$ cat config.mk
export PLATFORM = sky130hd
export DESIGN_NAME = block_scheduler
export DESIGN_NICKNAME = d
export VERILOG_FILES = /design/src/rtl/block_scheduler.sv
export SDC_FILE = /design/constraint.sdc
export NUM_CORES = 1
export LEC_CHECK = 0
export CORE_MARGIN = 2
export CORE_UTILIZATION = 52
export CTS_BUF_LIST = sky130_fd_sc_hd__clkbuf_2 sky130_fd_sc_hd__clkbuf_4 sky130_fd_sc_hd__clkbuf_8
export CTS_CLUSTER_DIAMETER = 200
export DETAILED_ROUTE_END_ITERATION = 7
export PLACE_DENSITY = 0.9
export SLEW_MARGIN = 15
export SYNTH_ARGS = -nofsm -noshare
export SYNTH_HDL_FRONTEND = slang
export SYNTH_SLANG_ARGS = --single-unit
$ cat constraint.sdc
create_clock -name clk -period 3.6 [get_ports clk]
set_input_delay 0.9 -clock clk [delete_from_list [all_inputs] [get_ports clk]]
set_output_delay 0.9 -clock clk [all_outputs]
set_load 0.1 [all_outputs]
$ cat src/rtl/block_scheduler.sv
// Falling-blocks game scheduler: run/pause/over FSM, tick-driven scroll of an
// 8x8 block grid fed by a Galois LFSR, player aim, score and speed level.
module block_scheduler #(
  parameter int          BASE_PERIOD = 8,
  parameter logic [15:0] LFSR_SEED   = 16'hACE1
) (
  input  logic        clk,
  input  logic        rst,
  input  logic        tick,
  input  logic        start,
  input  logic        btn_left,
  input  logic        btn_right,
  input  logic        pause,
  input  logic        gameover,
  output logic [63:0] blocks,
  output logic [7:0]  aim,
  output logic        step,
  output logic [15:0] score,
  output logic [2:0]  level,
  output logic [1:0]  state
);

  typedef enum logic [1:0] {
    S_IDLE  = 2'd0,
    S_RUN   = 2'd1,
    S_PAUSE = 2'd2,
    S_OVER  = 2'd3
  } state_t;

  localparam logic [7:0] BASE = BASE_PERIOD[7:0];

  state_t      r_state;
  state_t      w_state_next;
  logic        w_active;
  logic [7:0]  r_tick_cnt;
  logic [15:0] r_lfsr;
  logic        r_parity;
  logic [63:0] r_blocks;
  logic [7:0]  r_aim;
  logic [15:0] r_score;
  logic        r_step;
  logic [2:0]  w_level;
  logic [7:0]  w_period;
  logic        w_tick_done;
  logic [15:0] w_lfsr_next;
  logic [7:0]  w_new_row;
  logic        w_move_left;
  logic        w_move_right;

  always_ff @(posedge clk) begin
    if (rst) begin
      r_state <= S_IDLE;
    end else begin
      r_state <= w_state_next;
    end
  end

  // gameover wins over pause and start; OVER is left only through rst
  always_comb begin
    w_state_next = r_state;
    case (r_state)
      S_IDLE:  if (start && !gameover) w_state_next = S_RUN;
      S_RUN: begin
        if (gameover)   w_state_next = S_OVER;
        else if (pause) w_state_next = S_PAUSE;
      end
      S_PAUSE: begin
        if (gameover)    w_state_next = S_OVER;
        else if (!pause) w_state_next = S_RUN;
      end
      default: w_state_next = S_OVER;
    endcase
  end

  always_comb begin
    w_active = (r_state == S_RUN) && !gameover;
    state    = r_state;
  end

  always_comb begin
    w_level     = (r_score[15:5] > 11'd7) ? 3'd7 : r_score[7:5];
    w_period    = BASE - {5'd0, w_level};
    w_tick_done = w_active && tick && (r_tick_cnt == (w_period - 8'd1));
    w_lfsr_next = {1'b0, r_lfsr[15:1]} ^ (r_lfsr[0] ? 16'hB400 : 16'h0000);
    if (r_parity)
      w_new_row = 8'h00;
    else if (w_lfsr_next[7:0] == 8'hFF)
      w_new_row = 8'hFE;  // a full row would be unsurvivable
    else
      w_new_row = w_lfsr_next[7:0];
    w_move_left  = w_active && btn_left && !btn_right && !r_aim[7];
    w_move_right = w_active && btn_right && !btn_left && !r_aim[0];
  end

  always_ff @(posedge clk) begin
    if (rst) begin
      r_tick_cnt <= 8'd0;
      r_lfsr     <= LFSR_SEED;
      r_parity   <= 1'b0;
      r_blocks   <= 64'd0;
      r_score    <= 16'd0;
      r_step     <= 1'b0;
    end else begin
      r_step <= w_tick_done;
      if (w_active && tick) begin
        r_tick_cnt <= w_tick_done ? 8'd0 : r_tick_cnt + 8'd1;
      end
      if (w_tick_done) begin
        r_blocks <= {w_new_row, r_blocks[63:8]};
        r_lfsr   <= w_lfsr_next;
        r_parity <= ~r_parity;
        if (r_score != 16'hFFFF) r_score <= r_score + 16'd1;
      end
    end
  end

  always_ff @(posedge clk) begin
    if (rst) begin
      r_aim <= 8'h10;
    end else if (w_move_left) begin
      r_aim <= {r_aim[6:0], 1'b0};
    end else if (w_move_right) begin
      r_aim <= {1'b0, r_aim[7:1]};
    end
  end

  assign blocks = r_blocks;
  assign aim    = r_aim;
  assign step   = r_step;
  assign score  = r_score;
  assign level  = w_level;

endmodule

# Yosys cells after proc, flatten, opt, wreduce, memory -nomap -nowiden
# Index checks and enable logic that the tools add are counted.
# Widths: inputs -> output; s select.
# totals
register_bits	116
# classes
add_sub_neg	4
order_cmp	1
n_eq_ne	8
n_mux	13
bitwise	2
reduce_logical	20
# op_table
operator	n
$mux 8	5
$add 16x1->16 const B	1
$mux 16	1
$ne 16x16->1 const B	1
$xor 15x16->16	1
$gt 11x3->1 const B	1
$logic_and 1x1->1	10
$mux 2	5
$add 8x1->8 const B	1
$eq 8x8->1	1
$eq 8x8->1 const B	1
$ne 3x3->1 const B	2
$pmux 2 s3	1
$sub 5x2->6 const B	1
$logic_not 1->1	5
$sub 4x3->5 const A	1
$mux 3	1
$reduce_and 3->1	1
$eq 2x1->1 const B	1
$eq 2x2->1 const B	1
$logic_not 2->1	1
$ne 2x2->1 const B	1
$reduce_and 2->1	1
$reduce_bool 2->1	1
other kinds (2)	2

# Longest topological paths before layout
# logic_depth
ltp_word	7
ltp_mapped	15

# Least setup slack after synthesis
# Ideal clock, no wire load.
# synth_timing
path_type	reg-to-reg
startpoint	register r_score[12], in the netlist score[12]
endpoint	register r_blocks[46], in the netlist blocks[46]
setup_ps	132
arrival_time_ps	3935
path_slack_ps	-467
stages_incl_launch_ff	16
period_less_slack_ps	4067
path_cell_list	dfxtp_1 or4_1 buf_2 or3_4 inv_1 ha_1 o21ai_0 o31ai_1 or4_4 buf_6 and4_4 buf_6 buf_6 buf_2 nand2_1 a21oi_1
# synth_between
elab_chain_len	6
# synth_rtl
element	line_no	source
from (decl)	40	logic [15:0] r_score;
from (signal assigned)	112	if (r_score != 16'hFFFF) r_score <= r_score + 16'd1;
$gt 11x3->1	81	w_level = (r_score[15:5] > 11'd7) ? 3'd7 : r_score[7:5];
$mux 3	81	
via level[0]	19	output logic [2:0] level,
$sub 4x3->5	82	w_period = BASE - {5'd0, w_level};
$sub 5x2->6	83	w_tick_done = w_active && tick && (r_tick_cnt == (w_period - 8'd1));
$eq 8x8->1	83	
$logic_and 1x1->1	83	
to (signal assigned)	109	r_blocks <= {w_new_row, r_blocks[63:8]};
to (decl)	38	logic [63:0] r_blocks;
# The timed path passes the listed nets, and every way through them passes these cells.
# A chain may end at the register's enable or synchronous reset.

# Worst setup path in the final report
# layout_timing
startpoint	register r_score[11], in the netlist score[11]
endpoint	register r_blocks[29], in the netlist blocks[29]
# layout_between
elab_chain_len	6
# layout_rtl
element	line_no
$gt 11x3->1	81
$mux 3	81
$sub 4x3->5	82
$sub 5x2->6	83
$eq 8x8->1	83
$logic_and 1x1->1	83
# Every way passes these cells.

==> out/results.ini <==
[run_status]
status = finished clean

[sta]
fmax_mhz = 287.5
min_period_over_period = 0.9662
min_period_ns = 3.478
relSlewSlack = 0.3485
fin_ws_ns = 0.1218
setup_viol_count_final = 0
finClkSkew_ns = 0.01490
worstMarginPinSlew_ns = 0.9743
tns_ns = 0
drv_slew = 0
finalHoldViolations = 0

[synthesis]
ys.flop_type = dfxtp_1
yosys.area.top_type = dfxtp_1
syn_avg_cell_area_um2 = 8.053
synth.top_cell.area_share = 0.4879
synthesis.area_um2 = 4760
synth_xor_area_frac = 0.02208
synth_top_family_by_area = simple AND/OR/NAND/NOR gates
synth_async_sr_flop_share = 0
synth.area.top_cells = dfxtp_1, nand2_1, a21oi_1
yosys_warnings = 0
synth_edf_count = 0
seq_area_frac_synth = 0.4879
synthAdderAreaFrac = 0.007886
synthMuxAreaShare = 0.009201
synth_seq_cells = 116
synth_compound_area_frac = 0.1470
synth_simple_gate_area_share = 0.2750
synth_nets = 602
synth_cells = 591
synthDistinctLibCells = 50

[worst_setup_path]
worstPathArrival_ns = 3.82
critical-path-max-stage-delay_ns = 0.65
crit_fanout = 39
cp-start-kind = register
end_kind = register
path_cells = or4_1 > or3_4 > inv_2 > ha_4 > o21ai_2 > o31ai_4 > or4_4 > nand4_1 > buf_4 > clkbuf_16 > nand2_1 > a21oi_1
crit_required_ns = 3.94
worstSetupPathType = reg2reg
slowest_stage = or4_1

[clock_tree]
clk_path_buf_depth = 2
cts_made_buffers = 17
cts_root_buf = clkbuf_8
post_cts_buffers = 0
clock_latency_ns = 0.42
cts_tree = built
cts_resized = 0
clock_sinks = 116
ctsHtreeMaxLevel = 4
cts_hold_buf = 0
cts.clk_slew.worst_paths_ns = 0.07

[drt]
detail_route.first_pass.iterations = 5
route.detailed.drc = 0
via_count = 4503
wl_per_cell_um = 14.57
drt-total-wl_um = 11760
viasPerCell = 5.580
drt_iter0_markers = 210
ant_nets = 0

[power_and_ir_drop]
switching_share = 0.2413
p_int_mw = 1.957
peakVddDrop_v = 0.0002794
p_sw_uw = 622.6
power.density_nw_per_um2 = 422.1
p_clk_frac = 0.466
comb_power_share = 0.034
leakagePower_nw = 2.299
seq_power_share = 0.500

[finish]
drive_gt1_frac = 0.2117
diodes = 0
area_growth_pct = 28.39
nets = 697
fin_util = 0.6939
finish.instance_area_um2 = 6111
final_cells = 807

[placement]
io_buffers = 101
place_congestion = 0.8792
dpl.hpwl_um = 7548
pre_cts_ws_ns = 0.1253
dpl-instance-area_um2 = 5672
dp_cells = 774

[die]
io-pin-count = 102
die_h_um = 99.67
dieWidth_um = 99.67
initial_core_util = 0.5405
die_area_um2 = 9934
coreArea_um2 = 8806
rows = 34

[flow_run]
drv_cap = 0

[hold_path]
hold_path.class = reg2reg

[global_routing]
grtUsageTotal = 0.2313
grt_pass1_vias = 4061
grt_start_max_net_pins = 95
grt_pass1_wl_um = 18760
grt_antenna_before_repair = 0
gr-total-overflow = 0

[power groups by stage]
stage                     logic, mW  registers (mW)  clock network [mW]
after global placement       0.0852            1.32                   0
final                        0.0870            1.29                1.20
after CTS                    0.0873            1.29                1.22
after floorplan              0.0339            1.35                   0
after detailed placement     0.0869            1.32                   0
after global routing         0.0932            1.29                1.28
[cell families (layout without fill, tap and decap cells)]
| family | after synthesis | count (layout) |
|---|---|---|
| muxes | 4 | 4 |
| adders and majority gates | 3 | 3 |
| buffers and inverters | 47 | 155 |
| and+or+nand+nor | 286 | 286 |
| xor gates and xnor gates | 12 | 12 |
| AOI/OAI and AO/OA | 123 | 123 |
| DFF | 116 | 116 |
[worst max-delay path: cells and delay by family, from the launching register on]
kind / cells / cell delay, ns
and+or+nand+nor: 5 / 1.83
DFF: 1 / 0.36
buffers and inverters: 3 / 0.54
AOI/OAI and AO/OA: 3 / 0.46
adders and majority gates: 1 / 0.20
[final timing paths]
kind | from | endpoint | slack, ns | cells past startpoint
min reg2reg | blocks[7]$_SDFFE_PP0P_ | blocks[7]$_SDFFE_PP0P_ | 0.46 | 2
max | score[11]$_SDFFE_PP0P_ | blocks[29]$_SDFFE_PP0P_ | 0.12 | 12
max reg2reg | score[11]$_SDFFE_PP0P_ | blocks[29]$_SDFFE_PP0P_ | 0.12 | 12
min | blocks[7]$_SDFFE_PP0P_ | blocks[7]$_SDFFE_PP0P_ | 0.46 | 2
[Yosys cell counts, drive strengths merged, types with 6 or more instances]
cell and instances:
a21oi 89, buf 19, clkbuf 17, dfxtp 116, inv 11, nand2 164, nand3 23, nand3b 6
nand4 9, nor2 35, nor3 7, nor4 7, o21ai 12, or3 11, xor2 8
[state kept, by name, summed over array words and instances (netlist names)]
signal / cells
aim: 8
score: 16
r_parity: 1
r_lfsr: 16
blocks: 64
r_tick_cnt: 8
state: 2
step: 1
[layer usage]
layer	global-route usage	vias up	wire length, µm
met2	0.3784	147	5880
met1	0.2992	2120	5124
met3	0.05411	18	564
li1	-	2218	-
met5	0	-	0
met4	0.08535	0	188
[metrics by stage]
| step | total power [mW] | hold WS, ns |
|---|---|---|
| after floorplan | 1.381 | 0.4321 |
| after CTS | 2.598 | 0.4602 |
| after global placement | 1.404 | 0.4368 |
| final | 2.580 | 0.4560 |
| after global routing | 2.665 | 0.4734 |
| after detailed placement | 1.406 | 0.4463 |
[final cells by class]
class	instances	area, µm²
clock buffer	19	255.2
clock inverter	13	146.4
fill	706	2695
inverter	11	41.29
multi-input combinational	428	2232
sequential	116	2347
tap	108	135.1
timing repair buffer	112	953.4
[placed cells by master (no fill, tap or decap), types with 3 or more instances in the layout]
cell	count
nand3b_1	6
nand2_1	164
dfxtp_4	6
buf_4	88
a21oi_1	89
clkinvlp_4	3
nand4_1	9
or4_1	4
mux2_2	3
o31ai_1	3
inv_6	4
and3_1	4
nand3_1	23
a311oi_1	5
xnor2_1	4
nor3_1	5
nor2_1	35
o21ai_0	11
nor4_1	7
xor2_1	8
clkbuf_8	18
dfxtp_1	108
clkdlybuf4s50_1	20
or3_1	10
inv_1	10
(Power assumes the default switching activity.)
